==> src/rtl/mem_port_arbiter.sv <==
// mem_port_arbiter
// Shares one single-ported memory between the instruction-fetch port and the
// data-memory port. One transaction at a time goes onto the memory with a
// req/ack handshake. Each finished transaction returns data and a one-cycle
// ready pulse to its port. pipe_stall tells the hazard logic to freeze the pipe.
// DM wins simultaneous requests unless fetch has already waited behind
// STARVE_MAX consecutive DM grants.
// Optional feature: define ARB_PERF_CNT_EN to build the two 32-bit performance
// counters. Without it, perf_conflict and perf_if_wait are tied to zero.
module mem_port_arbiter #(
    parameter int ADDR_W     = 32,
    parameter int DATA_W     = 32,
    parameter int STARVE_MAX = 4
) (
    input  logic              clock,
    input  logic              reset,
    input  logic              if_req,
    input  logic [ADDR_W-1:0] if_addr,
    output logic [DATA_W-1:0] if_rdata,
    output logic              if_ready,
    input  logic              dm_req,
    input  logic              dm_we,
    input  logic [ADDR_W-1:0] dm_addr,
    input  logic [DATA_W-1:0] dm_wdata,
    output logic [DATA_W-1:0] dm_rdata,
    output logic              dm_ready,
    output logic              mem_req,
    output logic              mem_we,
    output logic [ADDR_W-1:0] mem_addr,
    output logic [DATA_W-1:0] mem_wdata,
    input  logic [DATA_W-1:0] mem_rdata,
    input  logic              mem_ack,
    output logic              pipe_stall,
    output logic [31:0]       perf_conflict,
    output logic [31:0]       perf_if_wait
);

    localparam int CNT_W = $clog2(STARVE_MAX + 1);
    localparam logic [CNT_W-1:0] STARVE_LIMIT = CNT_W'(STARVE_MAX);

    typedef enum logic [1:0] {
        IDLE     = 2'd0,
        GRANT_IF = 2'd1,
        GRANT_DM = 2'd2
    } state_t;

    state_t            state_reg;
    logic [CNT_W-1:0]  starve_cnt_reg;
    logic              mem_req_reg;
    logic              mem_we_reg;
    logic [ADDR_W-1:0] mem_addr_reg;
    logic [DATA_W-1:0] mem_wdata_reg;
    logic [DATA_W-1:0] if_rdata_reg;
    logic [DATA_W-1:0] dm_rdata_reg;
    logic              if_ready_reg;
    logic              dm_ready_reg;

    // A requester still holds its req during its ready cycle. No grant is made
    // in that cycle, so a finished request is never mistaken for a new one.
    logic ready_busy;
    logic fetch_starved;
    logic grant_dm;
    logic grant_if;

    // Arbitration decision, used only while idle.
    always_comb begin
        ready_busy    = if_ready_reg | dm_ready_reg;
        fetch_starved = if_req & (starve_cnt_reg == STARVE_LIMIT);
        grant_dm      = ~ready_busy & dm_req & ~fetch_starved;
        grant_if      = ~ready_busy & ~grant_dm & if_req;
    end

    // Arbiter FSM: grant, hold the command until ack, then return data and pulse ready.
    always_ff @(posedge clock or posedge reset) begin
        if (reset) begin
            state_reg      <= IDLE;
            starve_cnt_reg <= '0;
            mem_req_reg    <= 1'b0;
            mem_we_reg     <= 1'b0;
            mem_addr_reg   <= '0;
            mem_wdata_reg  <= '0;
            if_rdata_reg   <= '0;
            dm_rdata_reg   <= '0;
            if_ready_reg   <= 1'b0;
            dm_ready_reg   <= 1'b0;
        end else begin
            if_ready_reg <= 1'b0;
            dm_ready_reg <= 1'b0;
            case (state_reg)
                IDLE: begin
                    if (grant_dm) begin
                        state_reg     <= GRANT_DM;
                        mem_req_reg   <= 1'b1;
                        mem_we_reg    <= dm_we;
                        mem_addr_reg  <= dm_addr;
                        mem_wdata_reg <= dm_wdata;
                        // Count consecutive DM grants that fetch had to sit through.
                        if (if_req) begin
                            if (starve_cnt_reg != STARVE_LIMIT)
                                starve_cnt_reg <= starve_cnt_reg + CNT_W'(1);
                        end else begin
                            starve_cnt_reg <= '0;
                        end
                    end else if (grant_if) begin
                        state_reg      <= GRANT_IF;
                        mem_req_reg    <= 1'b1;
                        mem_we_reg     <= 1'b0;
                        mem_addr_reg   <= if_addr;
                        starve_cnt_reg <= '0;
                    end
                end
                GRANT_IF: begin
                    if (mem_ack) begin
                        state_reg    <= IDLE;
                        mem_req_reg  <= 1'b0;
                        if_rdata_reg <= mem_rdata;
                        if_ready_reg <= 1'b1;
                    end
                end
                GRANT_DM: begin
                    if (mem_ack) begin
                        state_reg   <= IDLE;
                        mem_req_reg <= 1'b0;
                        mem_we_reg  <= 1'b0;
                        // Stores leave the load-data register untouched.
                        if (!mem_we_reg)
                            dm_rdata_reg <= mem_rdata;
                        dm_ready_reg <= 1'b1;
                    end
                end
                default: begin
                    state_reg   <= IDLE;
                    mem_req_reg <= 1'b0;
                    mem_we_reg  <= 1'b0;
                end
            endcase
        end
    end

    assign mem_req   = mem_req_reg;
    assign mem_we    = mem_we_reg;
    assign mem_addr  = mem_addr_reg;
    assign mem_wdata = mem_wdata_reg;
    assign if_rdata  = if_rdata_reg;
    assign dm_rdata  = dm_rdata_reg;
    assign if_ready  = if_ready_reg;
    assign dm_ready  = dm_ready_reg;

    // A port stalls the pipe from request until its ready pulse.
    assign pipe_stall = (if_req & ~if_ready_reg) | (dm_req & ~dm_ready_reg);

`ifdef ARB_PERF_CNT_EN
    logic [31:0] perf_conflict_reg;
    logic [31:0] perf_if_wait_reg;

    // Performance counters: cycles both ports contend, and cycles fetch waits behind DM.
    always_ff @(posedge clock or posedge reset) begin
        if (reset) begin
            perf_conflict_reg <= '0;
            perf_if_wait_reg  <= '0;
        end else begin
            if (if_req & dm_req & ~if_ready_reg & ~dm_ready_reg)
                perf_conflict_reg <= perf_conflict_reg + 32'd1;
            if ((state_reg == GRANT_DM) & if_req)
                perf_if_wait_reg <= perf_if_wait_reg + 32'd1;
        end
    end

    assign perf_conflict = perf_conflict_reg;
    assign perf_if_wait  = perf_if_wait_reg;
`else
    assign perf_conflict = 32'd0;
    assign perf_if_wait  = 32'd0;
`endif

endmodule

==> config.mk <==
export PLATFORM = sky130hd
export DESIGN_NAME = mem_port_arbiter
export DESIGN_NICKNAME = d
export VERILOG_FILES = /design/src/rtl/mem_port_arbiter.sv
export SDC_FILE = /design/constraint.sdc
export NUM_CORES = 1
export LEC_CHECK = 0
export ABC_AREA = 1
export CAP_MARGIN = 5
export CORE_UTILIZATION = 37
export DETAILED_ROUTE_END_ITERATION = 10
export GPL_TIMING_DRIVEN = 0
export PLACE_DENSITY = 0.81
export SETUP_SLACK_MARGIN = 0.2
export SLEW_MARGIN = 20
export SYNTH_ARGS = -nofsm -noshare
export SYNTH_HDL_FRONTEND = slang
export SYNTH_SLANG_ARGS = --single-unit
==> constraint.sdc <==
create_clock -name clock -period 4.4 [get_ports clock]
set_input_delay 0.88 -clock clock [delete_from_list [all_inputs] [get_ports clock]]
set_output_delay 0.88 -clock clock [all_outputs]
set_load 0.02 [all_outputs]
# ---- Yosys cells after proc, flatten, opt, wreduce, memory -nomap -nowiden
# Index checks and enable logic that the tools add are counted.
dict set report word_totals {
  regBits 137
  latch_bits 0
  ram_bits 0
  romBits 0
  inputBits 134
  output_inout_bits 197
  elab_cells 65
  n_memories 0
}
dict set report op_classes {
  addsub 1
  multipliers 0
  div_mod_pow 0
  magnitude_cmp 0
  n_eq_ne 8
  n_shift 0
  n_mux 20
  bitwise_logic 16
  n_reduce_logical 10
}
# op count
set op_table {}
lappend op_table {{$mux 32} 2}
lappend op_table {{$mux 3} 4}
lappend op_table {{$reduce_and 3->1} 3}
lappend op_table {{$mux 1} 8}
lappend op_table {{$reduce_and 2->1} 4}
lappend op_table {{$and 1x1->1} 7}
lappend op_table {{$not 1->1} 7}
lappend op_table {{$mux 2} 3}
lappend op_table {{$ne 3x3->1 const B} 2}
lappend op_table {{$pmux 2 s2} 1}
lappend op_table {{$add 3x1->3 const B} 1}
lappend op_table {{$eq 3x3->1 const B} 1}
lappend op_table {{$ne 3x2->1 const B} 1}
lappend op_table {{$pmux 1 s3} 1}
lappend op_table {{$eq 2x1->1 const B} 1}
lappend op_table {{$eq 2x2->1 const B} 1}
lappend op_table {{$logic_not 2->1} 1}
lappend op_table {{$ne 2x1->1 const B} 1}
lappend op_table {{$ne 2x2->1 const B} 1}
lappend op_table {{$or 1x1->1} 2}
lappend op_table {{$pmux 1 s2} 1}
lappend op_table {{$reduce_bool 2->1} 1}
lappend op_table {{$reduce_or 2->1} 1}

# ---- Longest topological paths before layout
dict set report depth {
  depth_word 10
  depth_mapped 8
  mapped_depth_nobuf 8
}

# ---- Worst setup path before layout
# OpenSTA, ideal clock, no wires.
dict set report synth_timing {
  path_kind {in2out}
  from {in dm_req}
  to {out pipe_stall}
  arrival_ns 1.316
  required_ns 3.520
  path_slack_ns 2.204
  path_stages 2
  n_path_buf 0
  cell_sequence {inv_1 -> o22ai_1}
}
dict set report synth_between {
  elab_chain_len 2
}
# element line
set synth_lines {}
lappend synth_lines {{start: declaration} 21} ;# input logic dm_req,
lappend synth_lines {{$and 1x1->1} 150} ;# assign pipe_stall = (if_req & ~if_ready_reg) | (dm_req & ~dm_ready_reg);
lappend synth_lines {{$or 1x1->1} 150}
lappend synth_lines {{end: declaration} 33} ;# output logic pipe_stall,
# Every way passes these cells.

# ---- Worst setup path in the final report
dict set report layout_timing {
  from {in if_req}
  to {out pipe_stall}
}
dict set report layout_between {
  elab_chain_len 2
}
# element line
set layout_lines {}
lappend layout_lines {{start: declaration} 17} ;# input logic if_req,
lappend layout_lines {{$and 1x1->1} 150}
lappend layout_lines {{$or 1x1->1} 150}
# Every way passes these cells.

==> metrics.txt <==
Seq cells post-synth=137; Area growth syn-to-layout=58.88%; num rows=48; skew final=9.566 ps; synth unique cells=25; number of DRC markers in iteration 0=241; worst skew pair latency=420 ps; gr usage total=20.65%; hold_buf cts=0; Switching Share=39.87%; final net count=1278; FMAX=0.3106 GHz; Mapped Cells=787; final RePlAce weighted congestion=0.7904; critical path class=input port to output pin; status=finished clean; total wire length=18460 µm; origin of the worst min-delay path=mem_addr[9]$_DFFE_PP0P_; EDFF count, synth=0; R2R Setup Slk=2690 ps; Final HPWL DP=14060 µm; worst r2r dst=mem_wdata[23]$_DFFE_PP0P_; PwrDens=675.1 nW/µm²; Finish-stage setup viols=0; antenna violations before repair=0; r2r startpoint=starve_cnt_reg[0]$_DFFE_PP0P_; Post-DP Area=9786 µm²; relative slew slack=53.46%; NetSw=0.002789 W; top cells by area, synth=dfrtp_1 53%, nand2_1 13%, inv_1 8.3%; Post-synth top flop=dfrtp_1; Clock Root Buffer=clkbuf_16; CTS clk-pin slew, worst paths=60 ps; Bufs on Longest Clock Path=2; clock sinks=137; worst path required time=3520 ps; DRC=0; vias in the first global route=5961; I/O pin count=331; post-CTS resize count=0; Mapped Area=6521 µm²; setup TNS=0 ps; nature of the critical path startpoint=input port; Hold WS=474.7 ps; first drt pass iteration count=4; Die Width=134.8 µm; crit end category=output pin; CTS tree=done; Yosys warning count=0; Pint=0.004206 W; Max Cap Viol=0; Slew @ Worst Pin=696.6 ps; post-DR wirelength/cell=13.41 µm; Post CTS Setup Buffer Count=0; Starting Density=37.83%; DR vias/cell=4.379; worst r2r path cells=6; # H-tree levels=4; # fillers=1489; Final Cell Area=10360 µm²; share of synthesized registers carrying an async set or reset=100.0%; pin count of the biggest net entering global routing=34; Synth top area share=52.57%; Hold Path Depth=2; Num CTS Buffers=17; Final Hold Vio Count=0; max-slew violations=0; first-pass GRT wire length=29120 µm; fin crit share=73.18%; Comb pwr share=49.0%; Peak supply drop=0.0003838 V; Avg Cell Area, Syn=8.286 µm²; Worst EP arrival=2340 ps; port bufs=266; sequential-to-total area share from yosys stat=52.57%; Die Span Y=134.8 µm; layout cells sized above 1=11.81%; clock share of power=19.8%; antenna diode count=0; Endpoint, Worst Hold=mem_addr[9]$_DFFE_PP0P_; Pleak=5.417 nW; leading area contributor after synthesis=dfrtp_1; Die Area=18160 µm²; Remaining Overflow, GRT=0; unrepaired setup endpoints after global routing=false; Final ANT Viol Nets=0; Reg power frac=31.2%; Placeable Area=17240 µm²; worst-path maximum fanout=4; Via Count=6030; crit path time final=3220 ps; Min-Delay Path Class=register to register
[cell type report]
cell class                      instances  area (µm²)  area share (%)
Inverter                              146       553.0           5.338
Clock inverter                         14       136.4           1.316
Timing Repair Buffer                  270        2743           26.47
Sequential cell                       137        3428           33.09
Tap cell                              225       281.5           2.717
Multi-Input combinational cell        467        2064           19.93
Clock buffer                           18       439.2           4.239
Buffer                                100       715.7           6.907
[stage by stage]
stage,util [%],worst slack [ps],power [W],cells
5_1_grt,60.11,1136,0.007432,1377
3_5_place_dp,56.77,1195,0.005646,1345
2_1_floorplan,-,1813,0.003965,850
4_1_cts,60.11,1191,0.007064,1377
3_3_place_gp,56.31,555.0,0.005546,1341
6_report,60.11,1180,0.006994,1377
[power by group through the flow]
stage	clock (W)	combinational [W]	sequential (W)
2_1_floorplan	0	0.00110	0.00287
3_3_place_gp	0	0.00338	0.00217
3_5_place_dp	0	0.00346	0.00219
4_1_cts	0.00142	0.00347	0.00218
5_1_grt	0.00147	0.00371	0.00225
6_report	0.00138	0.00343	0.00218
[per-layer routing]
| metal | vias to the layer above | wire length, µm | GRT usage, % |
|---|---|---|---|
| met3 | 27 | 1545 | 6.532 |
| met1 | 2810 | 7232 | 23.05 |
| met4 | 0 | 335 | 8.052 |
| li1 | 2963 | - | - |
| met2 | 230 | 9346 | 36.48 |
| met5 | - | 0 | 0 |
[worst max-delay path by stage]
stage	startpoint	end	slack [ps]	cells after the start
after CTS	if_req	pipe_stall	1190	4
after detailed placement	if_req	pipe_stall	1200	4
final	if_req	pipe_stall	1180	4
after global placement	reset	mem_wdata[6]$_DFFE_PP0P_	560	2
after floorplan	reset	dm_rdata[0]$_DFFE_PP0P_	1810	1
after global routing	if_req	pipe_stall	1140	4
[Yosys cell counts, types with 2 or more instances]
library cell / n
a21oi_1: 2
buf_2: 11
buf_4: 69
buf_6: 9
clkbuf_1: 11
dfrtp_1: 137
ha_1: 5
inv_1: 144
nand2_1: 219
nand3_1: 66
nor2_1: 4
nor2_4: 2
o21ai_0: 55
o21ai_1: 42
[layout by cell type, fill, tap and decap left out, types with 4 or more instances in the layout]
cell	synthesis	routed
inv_1	144	143
clkinv_4	0	4
o21ai_0	55	55
clkdlybuf4s50_1	0	266
nand3_1	66	66
ha_1	5	5
buf_2	11	11
dfrtp_1	137	137
clkbuf_16	0	17
nand2_1	219	219
nor2_1	4	4
conb_1	1	64
inv_6	0	5
clkinvlp_4	0	4
buf_4	69	69
buf_6	9	9
o21ai_1	42	42
clkbuf_1	11	11
buf_12	0	4
[kinds of logic (layout without fill, tap and decap cells)]
family | count (synthesis) | after routing | share of synthesized area [%]
flip-flops | 137 | 137 | 52.57
other | 1 | 64 | 0.05750
AO/OA/AOI/OAI | 100 | 100 | 7.694
buffers and inverters | 246 | 548 | 19.40
adder cells (fa/ha/maj) | 5 | 5 | 0.9593
AND/OR/NAND/NOR | 298 | 298 | 19.32
[worst max-delay path, cell delays in order]
cell and delay [ps]:
clkdlybuf4s50_1 570, inv_2 70, o22ai_1 170, clkdlybuf4s50_1 650
Power figures use the tool's default switching activity.
